--- src/rtl/frame_timing_gen.sv ---
// Camera-Link style FVAL/LVAL/DVAL frame timing source with pixel/line/frame
// counters and single-cycle fval_posedge / lval_negedge strobes; all outputs registered.
module frame_timing_gen #(
    parameter int DVAL_HIGH = 640,
    parameter int ROW_COUNT = 480,
    parameter int H_GAP     = 16,
    parameter int V_GAP     = 32
) (
    input  logic        clk,
    input  logic        rst,
    input  logic        enable,
    output logic        fval,
    output logic        lval,
    output logic        dval,
    output logic        fval_posedge,
    output logic        lval_negedge,
    output logic [15:0] pix_x,
    output logic [15:0] line_y,
    output logic [15:0] frame_count,
    output logic        busy
);

    localparam logic [15:0] DVAL_LAST = 16'(DVAL_HIGH - 1);
    localparam logic [15:0] ROW_LAST  = 16'(ROW_COUNT - 1);
    localparam logic [15:0] HGAP_LAST = 16'(H_GAP - 1);
    localparam logic [15:0] VGAP_LAST = 16'(V_GAP - 1);

    typedef enum logic [2:0] {
        S_IDLE,
        S_FRAME_GAP,
        S_LINE_GAP,
        S_LINE_ACTIVE,
        S_FRAME_TAIL
    } state_t;

    state_t      r_state;
    state_t      w_next_state;
    logic [15:0] r_cnt;
    logic [15:0] w_next_cnt;
    logic [15:0] r_line_y;
    logic [15:0] w_next_line_y;
    logic [15:0] r_frame_count;
    logic [15:0] w_next_frame_count;
    logic [15:0] r_pix_x;
    logic [15:0] w_next_pix_x;
    logic        r_fval;
    logic        r_lval;
    logic        r_fval_posedge;
    logic        r_lval_negedge;
    logic        r_busy;
    logic        w_next_fval;
    logic        w_next_lval;
    logic        w_next_fval_posedge;
    logic        w_next_lval_negedge;
    logic        w_next_busy;

    always_ff @(posedge clk) begin
        if (rst) begin
            r_state        <= S_IDLE;
            r_cnt          <= '0;
            r_line_y       <= '0;
            r_frame_count  <= '0;
            r_pix_x        <= '0;
            r_fval         <= 1'b0;
            r_lval         <= 1'b0;
            r_fval_posedge <= 1'b0;
            r_lval_negedge <= 1'b0;
            r_busy         <= 1'b0;
        end else begin
            r_state        <= w_next_state;
            r_cnt          <= w_next_cnt;
            r_line_y       <= w_next_line_y;
            r_frame_count  <= w_next_frame_count;
            r_pix_x        <= w_next_pix_x;
            r_fval         <= w_next_fval;
            r_lval         <= w_next_lval;
            r_fval_posedge <= w_next_fval_posedge;
            r_lval_negedge <= w_next_lval_negedge;
            r_busy         <= w_next_busy;
        end
    end

    // Next state and counters; cnt restarts at 0 on every state change.
    always_comb begin
        w_next_state       = r_state;
        w_next_cnt         = r_cnt + 16'd1;
        w_next_line_y      = r_line_y;
        w_next_frame_count = r_frame_count;

        case (r_state)
            S_IDLE: begin
                w_next_cnt    = '0;
                w_next_line_y = '0;
                if (enable) begin
                    w_next_state = S_FRAME_GAP;
                end
            end
            S_FRAME_GAP: begin
                if (r_cnt == VGAP_LAST) begin
                    w_next_state       = S_LINE_GAP;
                    w_next_cnt         = '0;
                    w_next_frame_count = r_frame_count + 16'd1;
                end
            end
            S_LINE_GAP: begin
                if (r_cnt == HGAP_LAST) begin
                    w_next_state = S_LINE_ACTIVE;
                    w_next_cnt   = '0;
                end
            end
            S_LINE_ACTIVE: begin
                if (r_cnt == DVAL_LAST) begin
                    w_next_cnt = '0;
                    if (r_line_y == ROW_LAST) begin
                        w_next_state = S_FRAME_TAIL;
                    end else begin
                        w_next_state  = S_LINE_GAP;
                        w_next_line_y = r_line_y + 16'd1;
                    end
                end
            end
            S_FRAME_TAIL: begin
                if (r_cnt == HGAP_LAST) begin
                    w_next_cnt    = '0;
                    w_next_line_y = '0;
                    w_next_state  = enable ? S_FRAME_GAP : S_IDLE;
                end
            end
            default: begin
                w_next_state  = S_IDLE;
                w_next_cnt    = '0;
                w_next_line_y = '0;
            end
        endcase
    end

    // Output decode looks at the next state so the registered outputs line up with r_state.
    always_comb begin
        w_next_fval         = (w_next_state == S_LINE_GAP) ||
                              (w_next_state == S_LINE_ACTIVE) ||
                              (w_next_state == S_FRAME_TAIL);
        w_next_lval         = (w_next_state == S_LINE_ACTIVE);
        w_next_busy         = (w_next_state != S_IDLE);
        w_next_pix_x        = (w_next_state == S_LINE_ACTIVE) ? w_next_cnt : 16'd0;
        w_next_fval_posedge = (r_state == S_FRAME_GAP) && (w_next_state == S_LINE_GAP);
        w_next_lval_negedge = (r_state == S_LINE_ACTIVE) && (w_next_state != S_LINE_ACTIVE);
    end

    assign fval         = r_fval;
    assign lval         = r_lval;
    assign dval         = r_lval;
    assign fval_posedge = r_fval_posedge;
    assign lval_negedge = r_lval_negedge;
    assign pix_x        = r_pix_x;
    assign line_y       = r_line_y;
    assign frame_count  = r_frame_count;
    assign busy         = r_busy;

endmodule

--- config.mk ---
export PLATFORM = sky130hd
export DESIGN_NAME = frame_timing_gen
export DESIGN_NICKNAME = d
export VERILOG_FILES = /design/src/rtl/frame_timing_gen.sv
export SDC_FILE = /design/constraint.sdc
export NUM_CORES = 1
export LEC_CHECK = 0
export BUFFER_PORTS_ARGS = -buffer_cell sky130_fd_sc_hd__clkbuf_2
export CORE_ASPECT_RATIO = 1.2
export CORE_MARGIN = 8
export CORE_UTILIZATION = 45
export DETAILED_ROUTE_END_ITERATION = 16
export PLACE_DENSITY = 0.63
export RECOVER_POWER = 100
export SLEW_MARGIN = 20
export SYNTH_ARGS = -nofsm -noshare
export SYNTH_HDL_FRONTEND = slang
export SYNTH_SLANG_ARGS = --single-unit
--- constraint.sdc ---
create_clock -name clk -period 2.85 [get_ports clk]
set_clock_uncertainty 0.1 [all_clocks]
set_input_delay 0.855 -clock clk [delete_from_list [all_inputs] [get_ports clk]]
set_output_delay 0.855 -clock clk [all_outputs]
set_load 0.02 [all_outputs]
Word-level counts from Yosys, hierarchy flattened

Cells that the tools add are included.

Add/sub/neg operators: 3
Equality and inequality tests: 15
Multiplexer cells: 16
Bitwise logic cells: 2
Reductions and logical operators: 11

Operator list:

| kind                  | number |
|---|---|
| $mux 16               | 6 |
| $pmux 16 s3           | 2 |
| $add 16x1->16 const B | 3 |
| $mux 3                | 6 |
| $eq 16x10->1 const B  | 1 |
| $eq 16x4->1 const B   | 1 |
| $eq 16x5->1 const B   | 1 |
| $eq 16x9->1 const B   | 1 |
| $pmux 3 s5            | 1 |
| $eq 3x2->1 const B    | 4 |
| $eq 3x3->1 const B    | 2 |
| $ne 2x2->1 const B    | 3 |
| $reduce_or 2->1       | 3 |
| $reduce_and 4->1      | 1 |
| $eq 3x1->1 const B    | 1 |
| $logic_not 3->1       | 1 |
| $ne 3x2->1 const B    | 1 |
| $reduce_bool 3->1     | 1 |
| $logic_and 1x1->1     | 2 |
| $logic_or 1x1->1      | 2 |
| $not 1->1             | 2 |
| $reduce_and 2->1      | 1 |
| $mux 1                | 1 |

Register bits after elaboration: 72
Input port bits: 3
Output and inout bits: 54
Logic and storage cells: 57

Longest topological paths before layout

Gate-level depths: netlist (run 1).

Depth in word-level cells: 7
Depth in mapped cells: 8
Gate-level depth less buffers: 6

Worst setup path before layout (run 1)

Ideal clock, no wire load.

Kind: register -> register
From: register r_line_y[15] (netlist: line_y[15])
To: register r_line_y[12] (netlist: line_y[12])
Setup time: 0.121 ns
Arrival time: 2.088 ns
Data required time: 2.629 ns
Setup slack: 0.542 ns
Stages on the path, launching flop included: 7
Path buffers: 1
Period minus slack after synthesis: 2.308 ns
Path through: dfxtp_1 or4_1 or4_1 nand4_1 clkbuf_1 a2111o_1 nand2_1

Word-level cells in the longest chain between the ends: 3

RTL lines:

| item                              | RTL line | RTL |
|---|---|---|
| start: declaration                | 40       | `logic [15:0] r_line_y;` |
| start signal: assignment          | 72       | `r_line_y <= w_next_line_y;` |
| $eq 16x9->1                       | 114      | `if (r_line_y == ROW_LAST) begin` |
| $ne 2x2->1 (no source line)       | --       |  |
| $reduce_and 4->1 (no source line) | --       |  |

Every way passes these cells.
A chain may end at the register's enable or synchronous reset.

Worst setup path after layout (run 1)

From: register r_cnt[12]
To: register r_line_y[15] (netlist: line_y[15])

Word-level cells in the longest chain between the ends: 3
Elaborated cells between the ends (all ways): 5
Classes of those cells: 4 x eq/ne; 1 x reduce/logical

RTL lines:

| item                                        | RTL line | RTL |
|---|---|---|
| start: declaration                          | 38       | `logic [15:0] r_cnt;` |
| start signal: assignment                    | 71       | `r_cnt <= w_next_cnt;` |
| $eq 16x10->1 or $eq 16x4->1 (tied branches) | 112, 123 |  |
| $ne 2x2->1 (no source line)                 | --       |  |
| $reduce_and 4->1 (no source line) *         | --       |  |

Every way passes the cells marked *; elsewhere a longest branch is shown, timed or not.

==> summary.md, run 1 <==
| Metric | Value |
|---|---|
| First-pass GRT wire length | 13100 um |
| Layout area overhead | 16.9% |
| # nets final | roughly 430 |
| Placed inst area | 0.00359 mm^2 |
| CTS tree | done |
| CP arrival | 2.76 ns |
| Critical Path Fanout Max | 10 |
| Fin Setup TNS | 0 ns |
| Synth area leaders | dfxtp_1 45%, nor2_1 6.7%, xnor2_1 3.8% |
| IO Port Bufs | 56 |
| Peak supply drop | about 510 uV |
| Worst slew margin | roughly two fifths |
| Critical R2R Launch | r_cnt[12] |
| # DRC | 0 |
| Yosys warns | 0 |
| Later-pin clock latency in the skew report | ~0.35 ns |
| Die area | 0.0101 mm^2 |
| Grt ovf | 0 |
| Vias in the first global route | 2773 |
| Post-CTS setup buffers | 0 |
| Area leader, netlist | dfxtp_1 |
| Type of origin of the critical path | flop |
| Synth Area per Inst | just under 9 um^2 |
| Multi-input gate area | between 0.0015 and 0.002 mm^2 |
| Worst EP required | ~3 ns |
| Reg2reg path depth | 5 |
| CP endpoint kind | flop |
| Initial antenna violation count | 0 |
| # rows | 33 |
| CTS clk-pin slew, worst paths | roughly 0.07 ns |
| Max cap viols | 0 |
| Final Hold Viols | 0 |
| DIE WIDTH | 93.1 um |
| Starting Density | roughly 47% |
| Root buffer cell | clkbuf_8 |
| Post-synth EDFFs | 0 |
| Global Route Usage Sum | between 10% and 20% |
| Hold_buf cts | 0 |
| Status | completed |
| N_diodes | 0 |
| Clock sink count | 72 |
| Final Slew Violations | 0 |
| Placed cell count | approximately 500 |
| Synth Cell Area | 0.00321 mm^2 |
| Post-synthesis cell count | 366 |
| Largest net degree at the start of global routing | 20 |
| DR WL/cell | around 15 um |
| Antenna viol nets, final | 0 |
| Drt via density | around 5.6 |
| DR pass1 iterations | 4 |
| Non-Filler Cell Area, Final | about 0.0038 mm^2 |
| Layout fillers | 660 |
| Die Y-Extent | around 110 um |
| Post-Layout Cell Count | 515 |
| Main synth FF type | dfxtp_1 |
| Least-Margin Pin Slew | between 0.8 and 0.9 ns |
| Mapped Nets | between 300 and 400 |
| Top Ports | 57 |
| Final Cycle Share | 90.7% |
| Vias after detailed routing | about 2900 |
| Layout cell share with drive strength beyond 1 | between 8 and 9% |
| Post-cts resize count | 0 |
| Crit path kind | flop to flop |
| DRT iter0 DRCs | around 140 |
| Fmax | around 390 MHz |
| PwrDens | around 550 mW/mm^2 |
| Worst setup endpoint | line_y[15] |
| Min-delay worst type | flop to flop |
| Clock buffer depth | 2 |
| Critical R2R Capture | line_y[15] |
| GP Congestion | about 0.85 |
| Sequential share of the synthesized area | 44.9% |
| DPL Wire Length | 5740 um |
| FF+latch count, synth | between 70 and 80 |
| Ys async rst share | 0% |
| Total CTS buffers | 9 |
| Core Region | ~0.0069 mm^2 |
| Setup violators final | 0 |
| H-tree Lvls | 3 |
| Tmin final | around 2.6 ns |
| Crit path from | r_cnt[12] |
| Static leakage | about 1.3 nW |
| RSZ-0062 raised after global routing | no |
| Flop2flop setup slack | around 0.27 ns |
| Synth cell types | 46 |
| Post-synth top area share | about 45% |
| Routed WL | 7890 um |
| FF/Latch Area | about 0.0014 mm^2 |
where the power goes:
part | switching (mW) | internal (mW)
Clock | 0.376 | 0.627
Combinational | 0.0506 | 0.0163
Sequential | 0.00442 | 1.01
kinds of logic (layout without fill, tap and decap cells):
family                     after synthesis  in the layout  share of synthesized area, %
buffers and inverters                   26             88                          3.27
adders and majority gates                3              3                          1.17
muxes                                    3              3                          1.05
AOI/OAI and AO/OA                       54             54                          12.3
xor gates and xnor gates                24             24                          6.54
DFF                                     72             72                          44.9
and+or+nand+nor                        184            184                          30.7
how the worst min path moves through the flow:
stage / startpoint / end / slack (ns) / cells after the start
after detailed placement: r_cnt[0] / pix_x[0] / 0.35 / 1
after global routing: r_cnt[0] / r_cnt[0] / 0.40 / 1
after global placement: r_cnt[0] / r_cnt[0] / 0.34 / 1
after CTS: r_cnt[0] / pix_x[0] / 0.37 / 1
final: r_cnt[0] / pix_x[0] / 0.37 / 1
after floorplan: r_cnt[0] / pix_x[0] / 0.33 / 1
layout make-up:
type | instances | share of cell area, %
flip-flops and latches | 72 | 38.4
inverters | 7 | 0.700
clock buffers | 11 | 4.03
multi-input cells | 268 | 44.2
well taps | 87 | 2.90
repair buffers | 65 | 7.03
clock inverters | 5 | 2.73
sequential cells by signal, summed over array words and instances (netlist names):
name and flops:
r_cnt 16, r_state 3, dval 1, busy 1
fval 1, pix_x 16, line_y 16, frame_count 16
lval_negedge 1, fval_posedge 1
layout by cell type (no fill, tap or decap), drive strengths merged, types with 3 or more instances in the layout:
cell type,n
a2111o,5
a21oi,17
and2,3
and3,7
and4,7
buf,4
bufinv,3
clkbuf,72
dfxtp,72
ha,3
inv,6
mux2,3
nand2,24
nand2b,4
nand3,22
nand4,13
nor2,57
nor2b,5
nor3,11
nor4,8
nor4b,3
o2111ai,5
o21ai,5
o31ai,9
or4,16
xnor2,14
xor2,10
critical path, stage by stage, from the launching register on:
cell      delay, ns
dfxtp_1        0.35
or4_1          0.61
nor4_4         0.43
o211ai_1       0.32
or4_1          0.55
a21oi_1        0.16
through the flow:
step | worst slack, ns | total power, mW | util (%) | hold WS [ns]
floorplan | 0.542 | 1.08 | - | 0.330
global placement | 0.423 | 1.10 | 52.1 | 0.343
detailed placement | 0.284 | 1.10 | 52.1 | 0.355
CTS | 0.281 | 2.11 | 55.7 | 0.374
global route | 0.119 | 2.16 | 54.5 | 0.403
finish | 0.265 | 2.08 | 54.5 | 0.368
Yosys cell counts, types with 3 or more instances:
cell type,count
nor4_1,6
a2111o_1,5
nor4b_1,3
inv_1,6
nor3_1,11
xor2_1,10
buf_1,3
mux2_2,3
nand2b_1,4
clkbuf_1,12
nor2_1,57
dfxtp_1,72
nand3_1,22
and2_1,3
o21ai_0,3
o2111ai_1,5
nand4_1,13
and4_1,7
buf_2,3
nor2b_1,5
o31ai_1,9
and3_1,7
xnor2_1,14
ha_1,3
or4_1,15
a21oi_1,16
nand2_1,24
per-layer routing:
layer	track usage [%]	wire, um	vias up
met5	0	0	-
met4	9.46	200	0
met3	4.09	497	14
met2	27.5	3830	67
met1	18.1	3360	1333
li1	-	-	1452
Power figures use the tool's default switching activity.
==> inputs of run 2 (changes only) <==
BUFFER_PORTS_ARGS = not set   (was -buffer_cell sky130_fd_sc_hd__clkbuf_2)
CAP_MARGIN = 20   (was not set)
DONT_BUFFER_PORTS = 1   (was not set)
PLACE_DENSITY = 0.57   (was 0.63)
==> run 2 against run 1 <==
  * Non-clock buffer count down 54
  * Die area stayed put
  * Combinational power fell by 18%
==> summary.md, run 2 (synthesized netlist as in run 1, its figures left out) <==
| Metric | Value |
|---|---|
| Status | completed |
| Die area | 0.0101 mm^2 (unchanged) |
| CTS tree | done |
| First-pass GRT wire length | 12600 um (-4.2%) |
| Total CTS buffers | 9 (unchanged) |
| FF/Latch Area | 0.00144 mm^2 (unchanged) |
| Commonest non-fill, non-tap cells in the layout | 72 x dfxtp_1, 57 x nor2_1, 24 x nand2_1 |
| Multi-input gate area | 0.00165 mm^2 (-0.60%) |
| DPL Wire Length | 5610 um (-2.3%) |
| Final Slew Violations | 0 (unchanged) |
| Initial antenna violation count | 0 (unchanged) |
| Max cap viols | 0 (unchanged) |
| Crit path kind | flop to flop |
| Pwr Total | 1.95 mW (-6.3%) |
| Layout area overhead | 8.96% |
| Layout fillers | 661 (+0.15%) |
| Final Hold Viols | 0 (unchanged) |
| Worst EP required | 3.02 ns (about the same) |
| Clock buffer depth | 2 (unchanged) |
| Final worst slack | 0.195 ns (-0.0702 ns) |
| CP arrival | 2.82 ns (+0.06 ns) |
| Later-pin clock latency in the skew report | 0.34 ns (about the same) |
| Hold WS | 0.378 ns (+0.0104 ns) |
| # DRC | 0 (unchanged) |
| Global Route Usage Sum | 15.7% (-0.56 points) |
| RSZ-0062 raised after global routing | no |
| H-tree Lvls | 3 (unchanged) |
| Min-delay worst type | flop to flop |
| Post-Route Utilization | 50.8% (-3.7 points) |
| Root buffer cell | clkbuf_8 |
| Grt ovf | 0 (unchanged) |
| Post-CTS setup buffers | 0 (unchanged) |
| Fin Setup TNS | 0 ns (unchanged) |
| Placed cell count | 445 (-11%) |
| Layout cell share with drive strength beyond 1 | 8.82% (+0.18 points) |
| Post-Layout Cell Count | 461 (-10%) |
| Hold_buf cts | 0 (unchanged) |
| CP endpoint kind | flop |
| GP Congestion | 0.823 (-2.6%) |
| Fmax | 377 MHz (-2.6%) |
| Top Ports | 57 (unchanged) |
| DR pass1 iterations | 4 (unchanged) |
| Final Cycle Share | 93.2% (+2.5 points) |
| DR WL/cell | 16.8 um (+9.4%) |
| Starting Density | 46.6% (unchanged) |
| Vias in the first global route | 2522 (-9.1%) |
| Least-Margin Pin Slew | 0.861 ns (-0.0132 ns) |
| Static leakage | 1.18 nW (-7.2%) |
| Post-cts resize count | 0 (unchanged) |
| Clock sink count | 72 (unchanged) |
| Critical Path Fanout Max | 10 (unchanged) |
| Vias after detailed routing | 2681 (-6.5%) |
| Tmin final | 2.65 ns (+0.0702 ns) |
| Largest net degree at the start of global routing | 31 (+55%) |
| Placed inst area | 0.00332 mm^2 (-7.4%) |
| Die Y-Extent | 109 um (unchanged) |
| DRT iter0 DRCs | 150 (+4.9%) |
| Routed WL | 7730 um (-2.1%) |
| DIE WIDTH | 93.1 um (unchanged) |
| IO Port Bufs | 0 (-100%) |
| Peak supply drop | 370 uV (-27%) |
| Antenna viol nets, final | 0 (unchanged) |
| N_diodes | 0 (unchanged) |
| PwrDens | 558 mW/mm^2 (+0.55%) |
| # rows | 33 (unchanged) |
| Drt via density | 5.82 (+4.5%) |
| Most common cell after layout, fill and taps aside | dfxtp_1 |
| Non-Filler Cell Area, Final | 0.00350 mm^2 (-6.8%) |
| Type of origin of the critical path | flop |
| Worst slew margin | 42.6% (+0.88 points) |
| Setup violators final | 0 (unchanged) |
| Post-place setup slack | 0.194 ns (-0.0907 ns) |
| # nets final | 375 (-13%) |
| Core Region | 0.00690 mm^2 (unchanged) |
| CTS clk-pin slew, worst paths | 0.08 ns (about the same) |
[run 2: cell types whose count changed in the layout (fill, tap and decap cells not counted), sizes merged]
cell and delta:
clkinv +2, clkbuf -55, buf -1, bufinv -1, inv +1
[run 2: final timing paths]
check            start         end  slack [ns]  depth (start not counted)
max          r_cnt[12]  line_y[15]        0.20                          6
min           r_cnt[0]    r_cnt[0]        0.38                          1
min reg2reg   r_cnt[0]    r_cnt[0]        0.38                          1
max reg2reg  r_cnt[12]  line_y[15]        0.20                          6
[run 2: worst max-delay path, stage by stage (launching register included)]
cell,delay (ns)
dfxtp_1,0.35
or4_1,0.57
nor4_1,0.49
buf_4,0.23
o211ai_2,0.18
or4_1,0.52
a21oi_1,0.15
[run 2: final cells by class]
cell class / instances / share of cell area (%)
clock buffer: 9 / 3.54
sequential: 72 / 41.2
multi-input combinational: 268 / 47.2
timing repair buffer: 11 / 1.54
clock inverter: 7 / 2.72
tap: 87 / 3.11
inverter: 7 / 0.751
[run 2: power by group]
group	leakage (nW)	internal (mW)	switching, mW
Clock	0.110	0.494	0.389
Sequential	0.580	1.01	0.00672
Combinational	0.488	0.0133	0.0413
Total	1.18	1.52	0.437
[run 2: per-layer routing]
layer  global-route usage (%)  routed length [um]  vias up
met5                        0                   0        -
met4                     6.00                 125        0
met3                     6.93                 597       11
met2                     25.8                3730       66
met1                     17.5                3270     1264
li1                         -                   -     1340
